File: config.mk
export PLATFORM = sky130hd
export DESIGN_NAME = mac_array_ws
export DESIGN_NICKNAME = d
export VERILOG_FILES = /design/src/rtl/mac_array_pkg.sv /design/src/rtl/mac_pe.sv /design/src/rtl/mac_array_ws.sv
export SDC_FILE = /design/constraint.sdc
export NUM_CORES = 2
export LEC_CHECK = 0
export ABC_AREA = 0
export CAP_MARGIN = 40
export CORE_MARGIN = 4
export CORE_UTILIZATION = 35
export DETAILED_ROUTE_END_ITERATION = 10
export GPL_ROUTABILITY_DRIVEN = 0
export MAX_ROUTING_LAYER = met4
export SLEW_MARGIN = 30
export SYNTH_ARGS = -nofsm -noshare
export SYNTH_HDL_FRONTEND = slang
export SYNTH_HIERARCHICAL = 1
export SYNTH_SLANG_ARGS = --single-unit
export TNS_END_PERCENT = 100
File: constraint.sdc
create_clock -name CLK -period 9.05 [get_ports CLK]
set_clock_uncertainty 0.15 [all_clocks]
set_input_delay 1.81 -clock CLK [delete_from_list [all_inputs] [get_ports CLK]]
set_output_delay 1.81 -clock CLK [all_outputs]
set_load 0.01 [all_outputs]
File: src/rtl/mac_array_pkg.sv
`default_nettype none
// ============================================================================
// Module   : mac_array_pkg
// Brief    : Shared types and helpers for the weight-stationary MAC array.
// Revision : 1.0 - initial release
// ============================================================================
package mac_array_pkg;

    typedef enum logic [1:0] {
        IDLE = 2'd0,
        FILL = 2'd1,
        FULL = 2'd2
    } ld_state_t;

    function automatic int row_cnt_w(input int rows);
        return (rows > 1) ? $clog2(rows) : 1;
    endfunction

    // Operands arrive sign-extended to 64 bits, so the raw sum cannot overflow.
    function automatic longint sat_add(input longint a, input longint b, input int pw);
        longint s;
        longint hi;
        longint lo;
        s  = a + b;
        hi = (64'sd1 <<< (pw - 1)) - 64'sd1;
        lo = -(64'sd1 <<< (pw - 1));
        if (s > hi)
            return hi;
        else if (s < lo)
            return lo;
        else
            return s;
    endfunction

endpackage
`default_nettype wire

File: src/rtl/mac_pe.sv
`default_nettype none
// ============================================================================
// Module   : mac_pe
// Brief    : One weight-stationary PE; saturating add when MAC_ARRAY_SAT_EN.
// Revision : 1.0 - initial release
// ============================================================================
module mac_pe
    import mac_array_pkg::*;
#(
    parameter int DW = 8,
    parameter int PW = 16
) (
    input  logic          CLK,
    input  logic          RSTN,
    input  logic [DW-1:0] W_IN,
    input  logic          ENTop,
    output logic          ENDown,
    input  logic          ENLeft,
    output logic          ENRight,
    input  logic [DW-1:0] A_IN,
    output logic [DW-1:0] A_OUT,
    input  logic [PW-1:0] PSUM_IN,
    output logic [PW-1:0] PSUM_OUT
);

    logic signed [2*DW-1:0] w_prod;
    logic signed [PW-1:0]   w_prod_ext;
    logic        [PW-1:0]   w_sum;

    assign w_prod     = $signed(A_IN) * $signed(W_IN);
    assign w_prod_ext = PW'(w_prod);

`ifdef MAC_ARRAY_SAT_EN
    assign w_sum = PW'(sat_add($signed(PSUM_IN), w_prod_ext, PW));
`else
    assign w_sum = PSUM_IN + w_prod_ext;
`endif

    always_ff @(posedge CLK or negedge RSTN) begin
        if (!RSTN) begin
            A_OUT    <= '0;
            PSUM_OUT <= '0;
            ENDown   <= 1'b0;
            ENRight  <= 1'b0;
        end else begin
            if (ENTop)
                A_OUT <= A_IN;
            if (ENLeft)
                PSUM_OUT <= w_sum;
            ENDown  <= ENTop;
            ENRight <= ENLeft;
        end
    end

endmodule
`default_nettype wire

File: src/rtl/mac_array_ws.sv
`default_nettype none
// ============================================================================
// Module   : mac_array_ws
// Brief    : ROWS x COLS weight-stationary systolic MAC array with a
//            double-buffered weight bank. MAC_ARRAY_SAT_EN selects saturation.
// Revision : 1.0 - initial release
// ============================================================================
module mac_array_ws
    import mac_array_pkg::*;
#(
    parameter int ROWS = 4,
    parameter int COLS = 4,
    parameter int DW   = 8,
    parameter int PW   = 16
) (
    input  logic               CLK,
    input  logic               RSTN,
    input  logic               W_VALID,
    output logic               W_READY,
    input  logic [COLS*DW-1:0] WDATA,
    input  logic [COLS*DW-1:0] IDATA,
    input  logic [COLS-1:0]    ICOL_VALID,
    output logic [ROWS*PW-1:0] ODATA,
    output logic [ROWS-1:0]    OVALID,
    output logic               W_ACTIVE,
    output logic               BUSY
);

    localparam int CW = row_cnt_w(ROWS);

    ld_state_t        r_state;
    ld_state_t        w_state_nxt;
    logic [CW-1:0]    r_cnt;
    logic [CW-1:0]    w_cnt_nxt;
    logic             w_hs;
    logic             w_last;
    logic             w_swap;
    logic             r_w_active;

    logic [DW-1:0]    r_shadow [ROWS][COLS];
    logic [DW-1:0]    r_active [ROWS][COLS];

    logic [DW-1:0]    w_a_in   [ROWS][COLS];
    logic [DW-1:0]    w_a_out  [ROWS][COLS];
    logic [PW-1:0]    w_ps_in  [ROWS][COLS];
    logic [PW-1:0]    w_ps_out [ROWS][COLS];
    logic [ROWS*COLS-1:0] w_en_top;
    logic [ROWS*COLS-1:0] w_en_left;
    logic [ROWS*COLS-1:0] w_en_down;
    logic [ROWS*COLS-1:0] w_en_right;

    // ---------------- loader FSM ----------------
    always_ff @(posedge CLK or negedge RSTN) begin
        if (!RSTN) begin
            r_state <= IDLE;
            r_cnt   <= '0;
        end else begin
            r_state <= w_state_nxt;
            r_cnt   <= w_cnt_nxt;
        end
    end

    always_comb begin
        w_state_nxt = r_state;
        w_cnt_nxt   = r_cnt;
        case (r_state)
            IDLE, FILL: begin
                if (w_hs) begin
                    if (w_last) begin
                        w_state_nxt = FULL;
                        w_cnt_nxt   = '0;
                    end else begin
                        w_state_nxt = FILL;
                        w_cnt_nxt   = r_cnt + 1'b1;
                    end
                end
            end
            FULL: begin
                if (w_swap) begin
                    w_state_nxt = IDLE;
                    w_cnt_nxt   = '0;
                end
            end
            default: begin
                w_state_nxt = IDLE;
                w_cnt_nxt   = '0;
            end
        endcase
    end

    // The swap waits for an empty array so in-flight vectors keep the old weights.
    always_comb begin
        W_READY = RSTN && (r_state != FULL);
        w_hs    = W_VALID && W_READY;
        w_last  = (r_cnt == CW'(ROWS - 1));
        w_swap  = (r_state == FULL) && !BUSY && (ICOL_VALID == '0);
    end

    // ---------------- weight banks ----------------
    always_ff @(posedge CLK or negedge RSTN) begin
        if (!RSTN) begin
            for (int i = 0; i < ROWS; i++)
                for (int j = 0; j < COLS; j++)
                    r_shadow[i][j] <= '0;
        end else if (w_hs) begin
            for (int j = 0; j < COLS; j++)
                r_shadow[r_cnt][j] <= WDATA[(COLS-1-j)*DW +: DW];
        end
    end

    always_ff @(posedge CLK or negedge RSTN) begin
        if (!RSTN) begin
            for (int i = 0; i < ROWS; i++)
                for (int j = 0; j < COLS; j++)
                    r_active[i][j] <= '0;
            r_w_active <= 1'b0;
        end else if (w_swap) begin
            for (int i = 0; i < ROWS; i++)
                for (int j = 0; j < COLS; j++)
                    r_active[i][j] <= r_shadow[i][j];
            r_w_active <= 1'b1;
        end
    end

    assign W_ACTIVE = r_w_active;

    // ---------------- PE grid ----------------
    for (genvar i = 0; i < ROWS; i++) begin : g_row
        for (genvar j = 0; j < COLS; j++) begin : g_col
            localparam int K = i*COLS + j;

            if (i == 0) begin : g_top
                assign w_a_in[i][j] = IDATA[(COLS-1-j)*DW +: DW];
                assign w_en_top[K]  = ICOL_VALID[j];
            end else begin : g_below
                assign w_a_in[i][j] = w_a_out[i-1][j];
                assign w_en_top[K]  = w_en_down[K-COLS];
            end

            if (j == 0) begin : g_left
                assign w_ps_in[i][j] = '0;
                assign w_en_left[K]  = w_en_top[K];
            end else begin : g_right
                assign w_ps_in[i][j] = w_ps_out[i][j-1];
                assign w_en_left[K]  = w_en_right[K-1];
            end

            mac_pe #(
                .DW (DW),
                .PW (PW)
            ) u_pe (
                .CLK      (CLK),
                .RSTN     (RSTN),
                .W_IN     (r_active[i][j]),
                .ENTop    (w_en_top[K]),
                .ENDown   (w_en_down[K]),
                .ENLeft   (w_en_left[K]),
                .ENRight  (w_en_right[K]),
                .A_IN     (w_a_in[i][j]),
                .A_OUT    (w_a_out[i][j]),
                .PSUM_IN  (w_ps_in[i][j]),
                .PSUM_OUT (w_ps_out[i][j])
            );
        end

        assign ODATA[(ROWS-1-i)*PW +: PW] = w_ps_out[i][COLS-1];
        assign OVALID[i]                  = w_en_right[i*COLS + COLS-1];
    end

    assign BUSY = (|w_en_down) || (|w_en_right);

endmodule
`default_nettype wire

# ---- After elaboration in Yosys (flattened, before gate mapping)
# Cells that the tools add are included.
dict set report classes {
  n_lt_le_gt_ge 2
  n_mul 16
  n_reduce_logical 13
  bitwise 1
  n_addsub 13
  n_eq_ne 6
  n_mux 19
}
# operator n
set op_table {}
lappend op_table {{128-bit bitwise mux} 4}
lappend op_table {{32-bit demux with 2-bit select} 4}
lappend op_table {{8-bit by 8-bit multiplier with 16-bit output} 16}
lappend op_table {{16-bit adder} 12}
lappend op_table {{32-bit two-way mux} 1}
lappend op_table {{24-bit two-way mux} 1}
lappend op_table {{16-bit two-way mux} 1}
lappend op_table {{16-bit OR reduction} 1}
lappend op_table {{2-bit two-way mux} 5}
lappend op_table {{8-bit two-way mux} 1}
lappend op_table {{2-bit case mux with 2 select lines} 2}
lappend op_table {{7-bit OR reduction} 1}
lappend op_table {{2-bit != test, second input constant} 3}
lappend op_table {{1-bit logical AND} 5}
lappend op_table {{2-bit == test, second input constant} 2}
lappend op_table {{4-bit zero test} 1}
lappend op_table {{3-bit greater-or-equal comparator, second input constant} 1}
lappend op_table {{3-bit by 1-bit less-than comparator with 1-bit output, second input constant} 1}
lappend op_table {{2-bit inverter with 3-bit output} 1}
lappend op_table {{2-bit by 1-bit adder with 2-bit output, second input constant} 1}
lappend op_table {{2-bit by 1-bit == test with 1-bit output, second input constant} 1}
lappend op_table {{2-bit zero test} 1}
lappend op_table {{2-bit AND reduction} 1}
lappend op_table {{2-bit OR reduction} 1}
lappend op_table {{other kinds (2)} 2}
dict set report word_totals {
  in_bits 71
  output_inout_bits 71
  register_bits 632
}

# ---- Logic depth before layout (Yosys ltp)
dict set report depth {
  depth_word 9
  mapped_depth 18
}

# ---- Cells and area by module
# The synthesis kept the hierarchy.
# mod seq_area_each_um2 cells_each n_inst area_each_um2
set modules_own_cells {}
lappend modules_own_cells {{mac_pe (g_row[1].g_col[1].u_pe ...)} 650.6 367 7 3828.7}
lappend modules_own_cells {{mac_pe (g_row[0].g_col[0].u_pe ...)} 650.6 365 4 3808.7}
lappend modules_own_cells {mac_array_ws 6531.3 581 1 9819.4}
lappend modules_own_cells {{mac_pe (g_row[3].g_col[2].u_pe)} 650.6 369 1 3907.5}
lappend modules_own_cells {{mac_pe (g_row[3].g_col[3].u_pe)} 650.6 369 1 3906.2}
lappend modules_own_cells {{mac_pe (g_row[2].g_col[1].u_pe)} 650.6 370 1 3848.7}
lappend modules_own_cells {{mac_pe (g_row[3].g_col[1].u_pe)} 650.6 369 1 3847.4}
lappend modules_own_cells {{mac_pe (g_row[1].g_col[0].u_pe)} 650.6 368 1 3831.2}

# ---- Worst setup path before layout
# Ideal clock, no wire load.
dict set report synth_timing {
  path_type {input to register}
  from {in IDATA[15]}
  to {reg g_row[0].g_col[2].u_pe.PSUM_OUT[15]}
  setup_time_ps 120
  arrival_ps 6136
  setup_slack_ps 2645
  stages 14
  cell_sequence {and2_1 > inv_1 > fa_1 > inv_1 > fa_1 > fa_1 > fa_1 > fa_1 > ha_1 > a2111o_1 > o2111ai_1 > a31oi_1 > or3_1 > a31o_1}
}
dict set report synth_via {
  elab_chain_cells 2
}
# element line_no
set synth_rtl {}
lappend synth_rtl {{start: declaration} mac_array_ws.sv:21} ;# input logic [COLS*DW-1:0] IDATA,
lappend synth_rtl {{8-bit by 8-bit multiplier with 16-bit output} mac_pe.sv:30} ;# assign w_prod = $signed(A_IN) * $signed(W_IN);
lappend synth_rtl {{16-bit adder} mac_pe.sv:36} ;# assign w_sum = PSUM_IN + w_prod_ext;
lappend synth_rtl {{end signal: assignment} mac_pe.sv:49} ;# PSUM_OUT <= w_sum;
lappend synth_rtl {{end: declaration} mac_pe.sv:23} ;# output logic [PW-1:0] PSUM_OUT
# Every way passes these cells.
# A chain may end at the register's enable or synchronous reset.

# ---- Worst setup path after layout
dict set report layout_timing {
  from {in IDATA[7]}
  to {reg g_row[0].g_col[3].u_pe.PSUM_OUT[15]}
}
dict set report layout_via {
  elab_chain_cells 2
}
# element line_no
set layout_rtl {}
lappend layout_rtl {{8-bit by 8-bit multiplier with 16-bit output} mac_pe.sv:30}
lappend layout_rtl {{16-bit adder} mac_pe.sv:36}
lappend layout_rtl {{end signal: assignment} mac_pe.sv:49}
lappend layout_rtl {{end: declaration} mac_pe.sv:23}
# Every way passes these cells.

==> results_dict.tcl <==
set metrics [dict create \
    tightestPinTransition_ns 0.773 \
    cp_slowest_cell "clkdlybuf4s50_1" \
    cts_setup_buffers 0 \
    cp.required_ns 9.48 \
    start_util_pct 35.3 \
    grt-ovfl-total 0 \
    critPathMaxStageDelay_ns 0.62 \
    seq_area_sq_um 16100 \
    power_leakage_nw 39.4 \
    layout.nets 8401 \
    crit_path_end_kind "flip-flop" \
    cap_violations 0 \
    cts_made_buffers 80 \
    clk_pin_slew_ns 0.06 \
    routed_wl_mm 150 \
    h-tree-depth 3 \
    clock-sinks 645 \
    fin_total_pwr_mw 8.97 \
    rsz0062_at_grt "false" \
    post_drt_via_cell_ratio 4.69 \
    ant_nets 0 \
    drv_slew 0 \
    ys_warn_count 6 \
    antenna_found_initial 7 \
    worst_setup_path_start_kind "primary input" \
    fmax_mhz 148 \
    period_share_pct 74.5 \
    fill_cells 19390 \
    first_global_vias 47433 \
    postCtsHoldBufs 0 \
    cts-root-buf "clkbuf_16" \
    synth_area_per_cell_sq_um 11.0 \
    powerDensity_nw_per_um2 115 \
    route.detailed.drc 0 \
    area_growth_pct 11.1 \
    die_area_sq_um 207000 \
    hold_path_class "flip-flop to flip-flop" \
    setup_tns_ns 0 \
    drive_gt1_share_pct 9.66 \
    core_region_area_sq_um 198000 \
    insertion_delay_ns 0.68 \
    path_common_cell "fa_1" \
    postSynthCellCount 6387 \
    status "complete, no violations" \
    cts_resized 0 \
    grt_pass1_wl_mm 255 \
    cts_tree "yes" \
    cp.arrival_ns 7.17 \
    critical_path_class "primary input to flip-flop" \
    hold_violations 0 \
    min_period_ns 6.74 \
    fp.dieW_um 455 \
    syn-cell-area_sq_um 70000 \
    rows 163 \
    crit_chain "clkdlybuf4s50_1, and2_1, inv_1, fa_1, inv_1, fa_1, fa_1, fa_1, fa_1, ha_1, a2111o_1, o2111ai_1, a31oi_1, or3_1, a31o_1" \
    wl_per_cell_um 16.1 \
    cp_max_fo 9 \
    vdd_ir_drop_max_mv 0.126 \
    die-height_um 455 \
    drt_first_iter_violations 1934 \
    grt_use_total_pct 15.5 \
    io-pin-count 142 \
    multi_input_area_sq_um 49200 \
    relSlewSlack_pct 48.3 \
    grt_max_degree 159 \
    port_buffers 141 \
    clk_path_buf_depth 3 \
    vias 43615 \
    hpwl_mm 124 \
    finalSetupViolCount 0 \
    drt_first_pass_iters 5 \
]
==> worst paths after layout <==
check | startpoint | endpoint | slack [ns] | depth (start not counted)
min in group asynchronous | RSTN | g_row[0].g_col[3].u_pe/PSUM_OUT[13] | 0.85 | 1
setup / recovery | IDATA[7] | g_row[0].g_col[3].u_pe/PSUM_OUT[15] | 2.31 | 15
setup reg to reg | g_row[1].g_col[1].u_pe/A_OUT[7] | g_row[2].g_col[1].u_pe/PSUM_OUT[15] | 3.40 | 14
hold reg to reg | g_row[2].g_col[1].u_pe/ENDown | g_row[3].g_col[1].u_pe/ENDown | 0.23 | 0
hold / removal | g_row[2].g_col[1].u_pe/ENDown | g_row[3].g_col[1].u_pe/ENDown | 0.23 | 0
max in group asynchronous | RSTN | g_row[3].g_col[2].u_pe/PSUM_OUT[14] | 6.13 | 4
==> sequential cells by signal (all words and copies together) (netlist names) <==
| register | cells |
|---|---|
| g_row.g_col.u_pe/PSUM_OUT | 256 |
| W_ACTIVE | 1 |
| g_row.g_col.u_pe/A_OUT | 96 |
| r_active | 128 |
| g_row.g_col.u_pe/ENRight | 16 |
| r_shadow | 128 |
| g_row.g_col.u_pe/ENDown | 16 |
| r_state | 2 |
| r_cnt | 2 |
==> where the power goes <==
group	total [mW]	switching [mW]	leakage, nW	internal (mW)
Sequential	3.80	0.461	8.05	3.34
Clock	3.43	1.33	1.38	2.10
Combinational	1.74	0.861	30.0	0.877
==> per-layer routing <==
layer | vias up | part of all wire [%] | track usage, %
li1 | 20567 | - | -
met1 | 22391 | 46 | 20.4
met2 | 498 | 49 | 25.8
met3 | 159 | 3.3 | 2.08
met4 | 0 | 2.0 | 3.15
met5 | - | 0 | -
==> area by class of cell <==
cell class	instances	area share, %
Antenna cell	5	0.0161
Clock inverter	36	0.663
Tap cell	2640	4.25
Multi-Input combinational cell	4500	63.2
Timing Repair Buffer	182	2.41
Inverter	1189	5.74
Sequential cell	645	20.8
Clock buffer	107	2.95
==> layout by cell type, fill, tap and decap left out, drive strengths merged, types with 15 or more instances in the layout <==
cell type / count
a211oi: 47
o21a: 41
nor2b: 21
clkbuf: 108
o211ai: 37
inv: 1185
nor3: 26
clkinv: 26
o2111ai: 15
xor2: 40
xnor2: 204
a21oi: 125
or3: 16
a21o: 42
nand2b: 29
nor2: 217
nand2: 495
conb: 64
o21ai: 123
ha: 596
fa: 1136
o22ai: 15
mux2: 524
clkdlybuf4s50: 139
o21bai: 26
and2: 511
nand3: 25
buf: 42
dfrtp: 645
==> through the flow <==
stage / cells / area [sq um] / hold slack (ns) / setup slack, ns / utilization (%)
after CTS: 9294 / 77700 / 0.224 / 2.36 / 39.2
final: 9304 / 77800 / 0.226 / 2.31 / 39.2
after global placement: 9141 / 74700 / 0.207 / 1.66 / 37.7
after detailed placement: 9151 / 74900 / 0.210 / 1.61 / 37.8
after floorplan: 6450 / 70300 / 0.204 / 2.64 / -
after global routing: 9304 / 77800 / 0.244 / 2.06 / 39.2
==> worst max-delay path, delay by kind of cell <==
family	cells	cell delay, ns
compound gates	4	0.98
fa+ha+maj	6	2.73
buf+inv	3	0.80
simple gates	2	0.83
Power figures use the tool's default switching activity.
